<file path="src/rtl/jtframe_dump_trig.sv">
// Frame counter and capture-window generator.
// Counts VS falling edges after ROM download and opens a dump window that
// starts at a programmed frame and lasts a programmed number of frames.
// Every output is registered, so the effect of a VS fall seen in one cycle
// appears on the outputs in the following cycle.
module jtframe_dump_trig #(
    parameter int CNTW = 32,
    parameter int LENW = 16
) (
    input  logic            clk,
    input  logic            rst,
    input  logic            vs,
    input  logic            downloading,
    input  logic [CNTW-1:0] dump_start,
    input  logic [LENW-1:0] dump_len,
    output logic [CNTW-1:0] frame_cnt,
    output logic            vs_fall,
    output logic            dump_en,
    output logic            dump_on,
    output logic            dump_off,
    output logic            done
);

    typedef enum logic [1:0] {
        DLOAD  = 2'd0,
        WAIT   = 2'd1,
        ACTIVE = 2'd2,
        DONE   = 2'd3
    } state_t;

    state_t          state, state_nxt;
    logic            vs_l;
    logic            ev;
    logic [LENW-1:0] win_cnt, win_nxt;
    logic [CNTW-1:0] cnt_nxt;
    logic            en_nxt, on_nxt, off_nxt, done_nxt;
    logic [LENW:0]   win_inc;
    logic            win_last;

    // Saturating increment for the frame counter: sticks at all-ones.
    function automatic logic [CNTW-1:0] sat_inc_cnt(input logic [CNTW-1:0] v);
        return (&v) ? v : v + {{(CNTW-1){1'b0}}, 1'b1};
    endfunction

    // Saturating increment for the window counter (matters when dump_len=0).
    function automatic logic [LENW-1:0] sat_inc_win(input logic [LENW-1:0] v);
        return (&v) ? v : v + {{(LENW-1){1'b0}}, 1'b1};
    endfunction

    assign ev = vs_l & ~vs;

    // One bit wider so a saturated win_cnt never wraps into a false match.
    assign win_inc  = {1'b0, win_cnt} + {{LENW{1'b0}}, 1'b1};
    assign win_last = (dump_len != '0) && (win_inc == {1'b0, dump_len});

    // Next-state and next-output decode; downloading overrides every event.
    always_comb begin
        state_nxt = state;
        cnt_nxt   = frame_cnt;
        win_nxt   = win_cnt;
        en_nxt    = dump_en;
        on_nxt    = 1'b0;
        off_nxt   = 1'b0;
        done_nxt  = done;
        if (downloading) begin
            state_nxt = DLOAD;
            cnt_nxt   = '0;
            win_nxt   = '0;
            done_nxt  = 1'b0;
            en_nxt    = 1'b0;
            off_nxt   = dump_en;
        end else begin
            case (state)
                DLOAD: begin
                    state_nxt = WAIT;
                end
                WAIT: begin
                    if (ev) begin
                        cnt_nxt = sat_inc_cnt(frame_cnt);
                        // Equality on the pre-increment count: a start frame
                        // that is already behind us never opens the window.
                        if (frame_cnt == dump_start) begin
                            state_nxt = ACTIVE;
                            en_nxt    = 1'b1;
                            on_nxt    = 1'b1;
                            win_nxt   = '0;
                        end
                    end
                end
                ACTIVE: begin
                    if (ev) begin
                        cnt_nxt = sat_inc_cnt(frame_cnt);
                        win_nxt = sat_inc_win(win_cnt);
                        if (win_last) begin
                            state_nxt = DONE;
                            en_nxt    = 1'b0;
                            off_nxt   = 1'b1;
                            done_nxt  = 1'b1;
                        end
                    end
                end
                DONE: begin
                    if (ev) cnt_nxt = sat_inc_cnt(frame_cnt);
                end
                default: begin
                    state_nxt = WAIT;
                end
            endcase
        end
    end

    // State, counters and registered outputs; vs_l resets high to mask a
    // spurious edge right after reset.
    always_ff @(posedge clk) begin
        if (rst) begin
            state     <= WAIT;
            vs_l      <= 1'b1;
            frame_cnt <= '0;
            win_cnt   <= '0;
            vs_fall   <= 1'b0;
            dump_en   <= 1'b0;
            dump_on   <= 1'b0;
            dump_off  <= 1'b0;
            done      <= 1'b0;
        end else begin
            state     <= state_nxt;
            vs_l      <= vs;
            frame_cnt <= cnt_nxt;
            win_cnt   <= win_nxt;
            vs_fall   <= ev;
            dump_en   <= en_nxt;
            dump_on   <= on_nxt;
            dump_off  <= off_nxt;
            done      <= done_nxt;
        end
    end

endmodule

</file>
<file path="config.mk">
export PLATFORM = sky130hd
export DESIGN_NAME = jtframe_dump_trig
export DESIGN_NICKNAME = d
export VERILOG_FILES = /design/src/rtl/jtframe_dump_trig.sv
export SDC_FILE = /design/constraint.sdc
export NUM_CORES = 1
export LEC_CHECK = 0
export ABC_AREA = 1
export CELL_PAD_IN_SITES_DETAIL_PLACEMENT = 0
export CELL_PAD_IN_SITES_GLOBAL_PLACEMENT = 1
export CORE_ASPECT_RATIO = 1.25
export CORE_MARGIN = 8
export CORE_UTILIZATION = 32
export DETAILED_ROUTE_END_ITERATION = 10
export GPL_TIMING_DRIVEN = 0
export MAX_ROUTING_LAYER = met4
export PLACE_DENSITY = 0.79
export SYNTH_ARGS = -nofsm -noshare
export SYNTH_HDL_FRONTEND = slang
export SYNTH_SLANG_ARGS = --single-unit
</file>
<file path="constraint.sdc">
create_clock -name clk -period 1.9 [get_ports clk]
set_clock_uncertainty 0.2 [all_clocks]
set_input_delay 0.285 -clock clk [delete_from_list [all_inputs] [get_ports clk]]
set_output_delay 0.285 -clock clk [all_outputs]
set_load 0.005 [all_outputs]
</file>
==> impl_metrics.csv, run 1 <==
group,metric,value,unit
pwr,pwr_density_cell,386,nW/µm²
place,dp_hpwl,12700,µm
pwr,p_leak,2.76,nW
die,core-area,13100,µm²
clocking,cts_hold_buffers,0,
finish,instances_no_fill,1025,
finish,n_fill_cell,1242,
finish,final_area,7030,µm²
logic_synthesis,synth_top_cell_by_area,"dfxtp_1",
setup_path,path_max_fanout,5,
clocking,clockRootBuffer,"clkbuf_16",
sta,slew_headroom,0.356,
sta,setup_ws,-393,ps
place,dp.cells,962,
status,status,"finished with violations",
sta,finalSetupViolCount,50,
place,port_buffers,88,
routing,drtIter0Drc,245,
sta,tightestPinTransition,966,ps
status,violations,"negative setup slack",
routing,ant_nets,0,
logic_synthesis,synth_warnings,0,
setup_path,required,1860,ps
global_route,grt.total_usage,0.200,
global_route,grt_remaining_overflow,0,
die,dieHeight,145,µm
clocking,clk_pin_slew,70,ps
sta,finalHoldViolations,0,
clocking,clk_latency,300,ps
global_route,grt_max_degree,16,
finish,antenna_cells,0,
logic_synthesis,syn_avg_cell_area,6.05,µm²
pwr,ir_drop,0.320,mV
setup_path,end_kind,"register",
logic_synthesis,synthCells,703,
finish,drive_above_1_share,0.351,
routing,viasPerCell,5.15,
logic_synthesis,ys_ff_latch,56,
finish,fin_nets,913,
die,io_pins,89,
logic_synthesis,synth_area,4260,µm²
die,die-area,17300,µm²
clocking,h-tree-depth,2,
sta,min_period_over_period,1.21,
routing,wire_per_inst,17.6,µm
logic_synthesis,synth_top_cell_area_share,0.263,
logic_synthesis,synthTopCellsByArea,"dfxtp_1 26%, nand2_1 16%, nand3_1 8.3%",
die,die_w,119,µm
finish,multiInputGateArea,3530,µm²
job,drv_cap,0,
logic_synthesis,synth.distinct_cells,31,
pwr,p_total,2.72,mW
routing,wl,18100,µm
routing,vias,5283,
global_route,antenna_found_initial,0,
clocking,cts.sinks,56,
place,postPlaceCellArea,5430,µm²
sta,drv_slew,0,
sta,min_period,2290,ps
routing,firstDrtPassIters,4,
logic_synthesis,ys_seq_area_frac,0.263,
global_route,grt_pass1_vias,5333,
routing,drc,0,
logic_synthesis,synth_nets,762,
setup_path,crit_arrival,2260,ps
sta,clock.fmax,0.436,GHz
place,gp_congestion,0.948,
finish,register_area,1200,µm²
clocking,clockBufferDepth,2,
die,start_util,0.325,
sta,rsz0062_at_grt,"yes",
die,fp-row-count,47,
finish,synthToLayoutAreaGrowth,65.2,%
clocking,cts_tree,"done",
clocking,cts_buffers,5,
worst_hold_path,hold_class,"register to register",
global_route,grt_pass1_wl,27100,µm
setup_path,critical_path_class,"register to register",
setup_path,cp-start-kind,"register",
## where the power goes
part	total, mW	switching (mW)	internal (mW)	leakage, nW
sequential	1.19	0.0167	1.17	0.475
combinational	0.607	0.310	0.298	2.22
clock	0.919	0.437	0.482	0.0667
## what timing repair did
item                                    in CTS  in global routing
cloned                                       5                  0
gates resized for setup                    176                138
pin swaps                                   53                 54
endpoints found under the setup margin      54                 55
setup buffers                               44                 19
## worst max-delay path: stages, from the launching register on
cell and delay [ps]:
dfxtp_4 370, ha_4 170, nand2_4 70, nor2_4 160
buf_12 140, buf_6 100, nand3_4 70, nand3_4 80
nand2_2 50, inv_2 40, nand2_2 40, nor2_2 100
nand3_2 110, o21bai_4 250, nand2_1 80, nand2_1 80
a21oi_2 50
## layout make-up
| cell class | count | share of cell area |
|---|---|---|
| multi-input combinational | 544 | 0.502 |
| timing repair buffer | 150 | 0.212 |
| sequential | 56 | 0.171 |
| inverter | 85 | 0.0491 |
| tap | 171 | 0.0304 |
| clock buffer | 6 | 0.0183 |
| buffer | 12 | 0.0160 |
| clock inverter | 1 | 0.000712 |
## synthesized netlist by cell type, drive strengths merged
cell type	instances
a21oi	54
nor3	20
a211oi	2
xor2	16
and3	3
o21ai	30
nand3	73
clkbuf	13
or2	15
buf	5
xnor2	19
nor2	81
nor4	8
ha	7
a31oi	1
nand4	26
dfxtp	56
o21bai	1
inv	85
nand3b	3
nand2	185
## cells by family after synthesis
family / share of synthesized area
and+or+nand+nor: 0.441
buffers and inverters: 0.0941
AOI/OAI and AO/OA: 0.109
DFF: 0.263
xor gates and xnor gates: 0.0720
adders and majority gates: 0.0206
## registers in the layout (all words and copies together) (netlist names)
register / flops
win_cnt: 16
vs_fall: 1
dump_off: 1
dump_en: 1
state: 2
vs_l: 1
dump_on: 1
frame_cnt: 32
done: 1
## per-layer routing
layer  vias to the layer above  global-route usage  part of all wire
li1                       2605                   -                 -
met1                      2493               0.197              0.39
met2                       142               0.370              0.53
met3                        43              0.0264             0.035
met4                         0               0.110             0.044
met5                         -                   -                 0
## cell usage in the layout, fill, tap and decap left out, types with 13 or more instances in the layout
cell / instances
nand2_2: 36
buf_4: 39
nor2_1: 55
xor2_1: 16
clkdlybuf4s50_1: 88
dfxtp_2: 25
nor2_2: 15
a21oi_1: 32
nand2_4: 13
a21oi_2: 22
xnor2_1: 19
nand4_1: 25
dfxtp_1: 18
nand2_1: 135
inv_1: 69
dfxtp_4: 13
or2_2: 15
nand3_1: 55
buf_6: 13
## through the flow
stage | setup WS, ps | hold slack, ps | util | TNS, ps
2_1_floorplan | -94.9 | 157 | - | -1320
3_5_place_dp | -776 | 251 | 0.414 | -26340
6_report | -393 | 260 | 0.536 | -9340
3_3_place_gp | -783 | 243 | 0.414 | -25870
5_1_grt | -507 | 277 | 0.536 | -13970
4_1_cts | -372 | 261 | 0.501 | -6780
## final timing paths
path | startpoint | end | depth (start not counted) | slack [ps]
worst min register to register | done$_SDFFE_PP0P_ | done$_SDFFE_PP0P_ | 2 | 260
worst max-delay path | win_cnt[1]$_SDFFE_PP0P_ | state[1]$_SDFFE_PP0P_ | 16 | -390
worst min-delay path | done$_SDFFE_PP0P_ | done$_SDFFE_PP0P_ | 2 | 260
worst max register to register | win_cnt[1]$_SDFFE_PP0P_ | state[1]$_SDFFE_PP0P_ | 16 | -390
(Power assumes the default switching activity.)
==> inputs of run 2 (changes only) <==
CTS_CLUSTER_DIAMETER = 80   (was not set)
==> results of run 2 <==
Same layout as run 1: the final DEF is identical, and so are final timing and power.
==> RTL edit, RTL diff (flow settings as in run 1) <==
Add an input register stage for `vs`, `downloading`, `dump_start` and `dump_len`, without a reset; this delays them by one clock.
--- a/src/rtl/jtframe_dump_trig.sv
+++ b/src/rtl/jtframe_dump_trig.sv
@@ -28,6 +28,18 @@
         DONE   = 2'd3
     } state_t;
 
+    logic vs_q;
+    logic downloading_q;
+    logic [CNTW-1:0] dump_start_q;
+    logic [LENW-1:0] dump_len_q;
+
+    always_ff @(posedge clk) begin
+        vs_q          <= vs;
+        downloading_q <= downloading;
+        dump_start_q  <= dump_start;
+        dump_len_q    <= dump_len;
+    end
+
     state_t          state, state_nxt;
     logic            vs_l;
     logic            ev;
@@ -47,11 +59,11 @@
         return (&v) ? v : v + {{(LENW-1){1'b0}}, 1'b1};
     endfunction
 
-    assign ev = vs_l & ~vs;
+    assign ev = vs_l & ~vs_q;
 
     // One bit wider so a saturated win_cnt never wraps into a false match.
     assign win_inc  = {1'b0, win_cnt} + {{LENW{1'b0}}, 1'b1};
-    assign win_last = (dump_len != '0) && (win_inc == {1'b0, dump_len});
+    assign win_last = (dump_len_q != '0) && (win_inc == {1'b0, dump_len_q});
 
     // Next-state and next-output decode; downloading overrides every event.
     always_comb begin
@@ -62,7 +74,7 @@
         on_nxt    = 1'b0;
         off_nxt   = 1'b0;
         done_nxt  = done;
-        if (downloading) begin
+        if (downloading_q) begin
             state_nxt = DLOAD;
             cnt_nxt   = '0;
             win_nxt   = '0;
@@ -79,7 +91,7 @@
                         cnt_nxt = sat_inc_cnt(frame_cnt);
                         // Equality on the pre-increment count: a start frame
                         // that is already behind us never opens the window.
-                        if (frame_cnt == dump_start) begin
+                        if (frame_cnt == dump_start_q) begin
                             state_nxt = ACTIVE;
                             en_nxt    = 1'b1;
                             on_nxt    = 1'b1;
@@ -124,7 +136,7 @@
             done      <= 1'b0;
         end else begin
             state     <= state_nxt;
-            vs_l      <= vs;
+            vs_l      <= vs_q;
             frame_cnt <= cnt_nxt;
             win_cnt   <= win_nxt;
             vs_fall   <= ev;
Check against the original RTL: not equivalent (a bounded check fails within 4 cycles, from zero or initial values and one cycle with rst high).
==> RTL edit against run 1 <==
- the flow still finishes with violations (setup timing)
- wire length up 6.6%
- power increased by 91%
- worst setup slack gained 0.13 ns
- synthesized area is 25% higher
- sequential power rose by 98%
- largest power group unchanged
- count of clock-buffer cells in the layout increased by 4
- design area is 21% higher
- sequential share of layout area is 8.9 points higher
- largest cell class unchanged
- sequential cell count rose by 50
==> RTL edit: results (changes against run 1) <==
[layout]
largestRegisters = dump_start_q x32, frame_cnt x32
drive_above_1_share_pct = 34.8  ; -0.32 points
finalNetCount = 981  ; +7.4%

[place]
place_inst = 1067  ; +11%
preCtsSetupSlack_ns = -0.532  ; +0.245 ns

[route]
drt-total-wl_mm = 19.3  ; +6.6%
wl_per_cell_um = 16.8  ; -4.8%
drt_iter0_drc = 363  ; +48%

[worst_setup_path]
reg2reg_to = frame_cnt[19]
ff2ff_path_depth = 12  ; -4
r2r-start = frame_cnt[5]

[sta]
tightest_slew_ns = 0.670  ; -0.297 ns
finalSetupViolations = 53  ; +6.0%
post-route-worst-setup-slack_ns = -0.261  ; +0.133 ns
whs_ns = 0.162  ; -0.0973 ns

[logic_synthesis]
ys_types = 38  ; +23%
yosys-top-cells-count = nand2_1, dfxtp_1, nor2_1
synthTopCellsByArea = dfxtp_1, nand2_1, nor2_1, nand3_1, inv_1
synth_nets = 817  ; +7.2%
yosysSeqAreaShare_pct = 39.8  ; +13 points

[pwr]
power_mw = 5.19  ; +91%
p_leak_nw = 3.48  ; +26%

[grt]
grt_pass1_wl_mm = 29.1  ; +7.4%
grt_start_max_net_pins = 18  ; +2
track_usage_pct = 17.9  ; -2.1 points

[cts]
clk_latency_ns = 0.36  ; +0.06 ns
numCtsBuffers = 9  ; +4
clkSlewWorstSetupHoldPaths_ns = 0.08
htree_levels = 3  ; +1

[min_path]
min_delay_worst_endpoint = dump_start_q[17]
hold_path_class = input pin to flip-flop
min-delay-start = dump_start[17]

[status]
status = finished, violations left
violations = setup timing

RTL edit: cell types whose count changed after synthesis, moves of 5 or more:
cell / before / now
clkbuf_1: 13 / 5
dfxtp_1: 56 / 106
nand2_2: 3 / 10
nand3_1: 71 / 63
nand4_1: 25 / 32
nor2_1: 76 / 85
nor3_1: 19 / 14
o21ai_0: 29 / 34
or2_2: 15 / 6
xor2_1: 16 / 7
RTL edit: kinds of logic after synthesis:
group / Yosys count / synth area share (%)
fa+ha+maj: 6 / 1.41
xor+xnor: 23 / 3.78
simple gates: 434 / 39.0
buf+inv: 102 / 7.67
flops: 106 / 39.8
compound gates: 88 / 8.37
RTL edit: area by class of cell:
| class | count | area [µm²] |
|---|---|---|
| plain buffers | 14 | 140 |
| clock buffers | 10 | 239 |
| clock inverters | 6 | 90.1 |
| fillers | 1523 | 8060 |
| inverters | 88 | 350 |
| multi-input cells | 551 | 3740 |
| flip-flops and latches | 106 | 2210 |
| well taps | 220 | 275 |
| repair buffers | 153 | 1480 |
RTL edit: layer usage:
| layer | GRT usage, % | part of all wire [%] | up-vias | wire [µm] |
|---|---|---|---|---|
| li1 | - | - | 2817 | - |
| met2 | 31.4 | 53 | 151 | 10300 |
| met4 | 10.8 | 4.7 | 0 | 899 |
| met5 | - | 0 | - | 0 |
| met3 | 3.19 | 3.3 | 54 | 634 |
| met1 | 18.6 | 39 | 2641 | 7470 |
RTL edit: worst max-delay path by stage:
stage                       startpoint            end
after floorplan           frame_cnt[1]  frame_cnt[26]
after global placement    frame_cnt[1]  frame_cnt[26]
after detailed placement  frame_cnt[1]  frame_cnt[26]
after CTS                   win_cnt[1]       state[0]
after global routing        win_cnt[1]       state[1]
final                     frame_cnt[5]  frame_cnt[19]
RTL edit: report_power, final:
group / internal [mW] / switching [mW]
sequential: 2.29 / 0.0762
combinational: 0.364 / 0.376
clock: 1.19 / 0.887
total: 3.85 / 1.34
RTL edit: worst max-delay path: cells and delay by family (launching register included):
| kind | cells | cell delay [ns] |
|---|---|---|
| buffers and inverters | 5 | 0.52 |
| flip-flops | 1 | 0.39 |
| AND/OR/NAND/NOR | 7 | 0.92 |
RTL edit: repair_timing:
| action | CTS | global route |
|---|---|---|
| setup buffers | 41 | 22 |
| gates cloned | 2 | 0 |
| setup endpoints to repair | 56 | 52 |
| pin swaps | 52 | 51 |
| gates resized for setup | 201 | 132 |
RTL edit: stage by stage:
step / setup TNS [ns] / utilization [%]
finish: -8.75 / 51.4
floorplan: 0 / -
global placement: -21.21 / 39.3
global route: -14.10 / 51.4
detailed placement: -21.55 / 39.3
CTS: -5.26 / 47.4
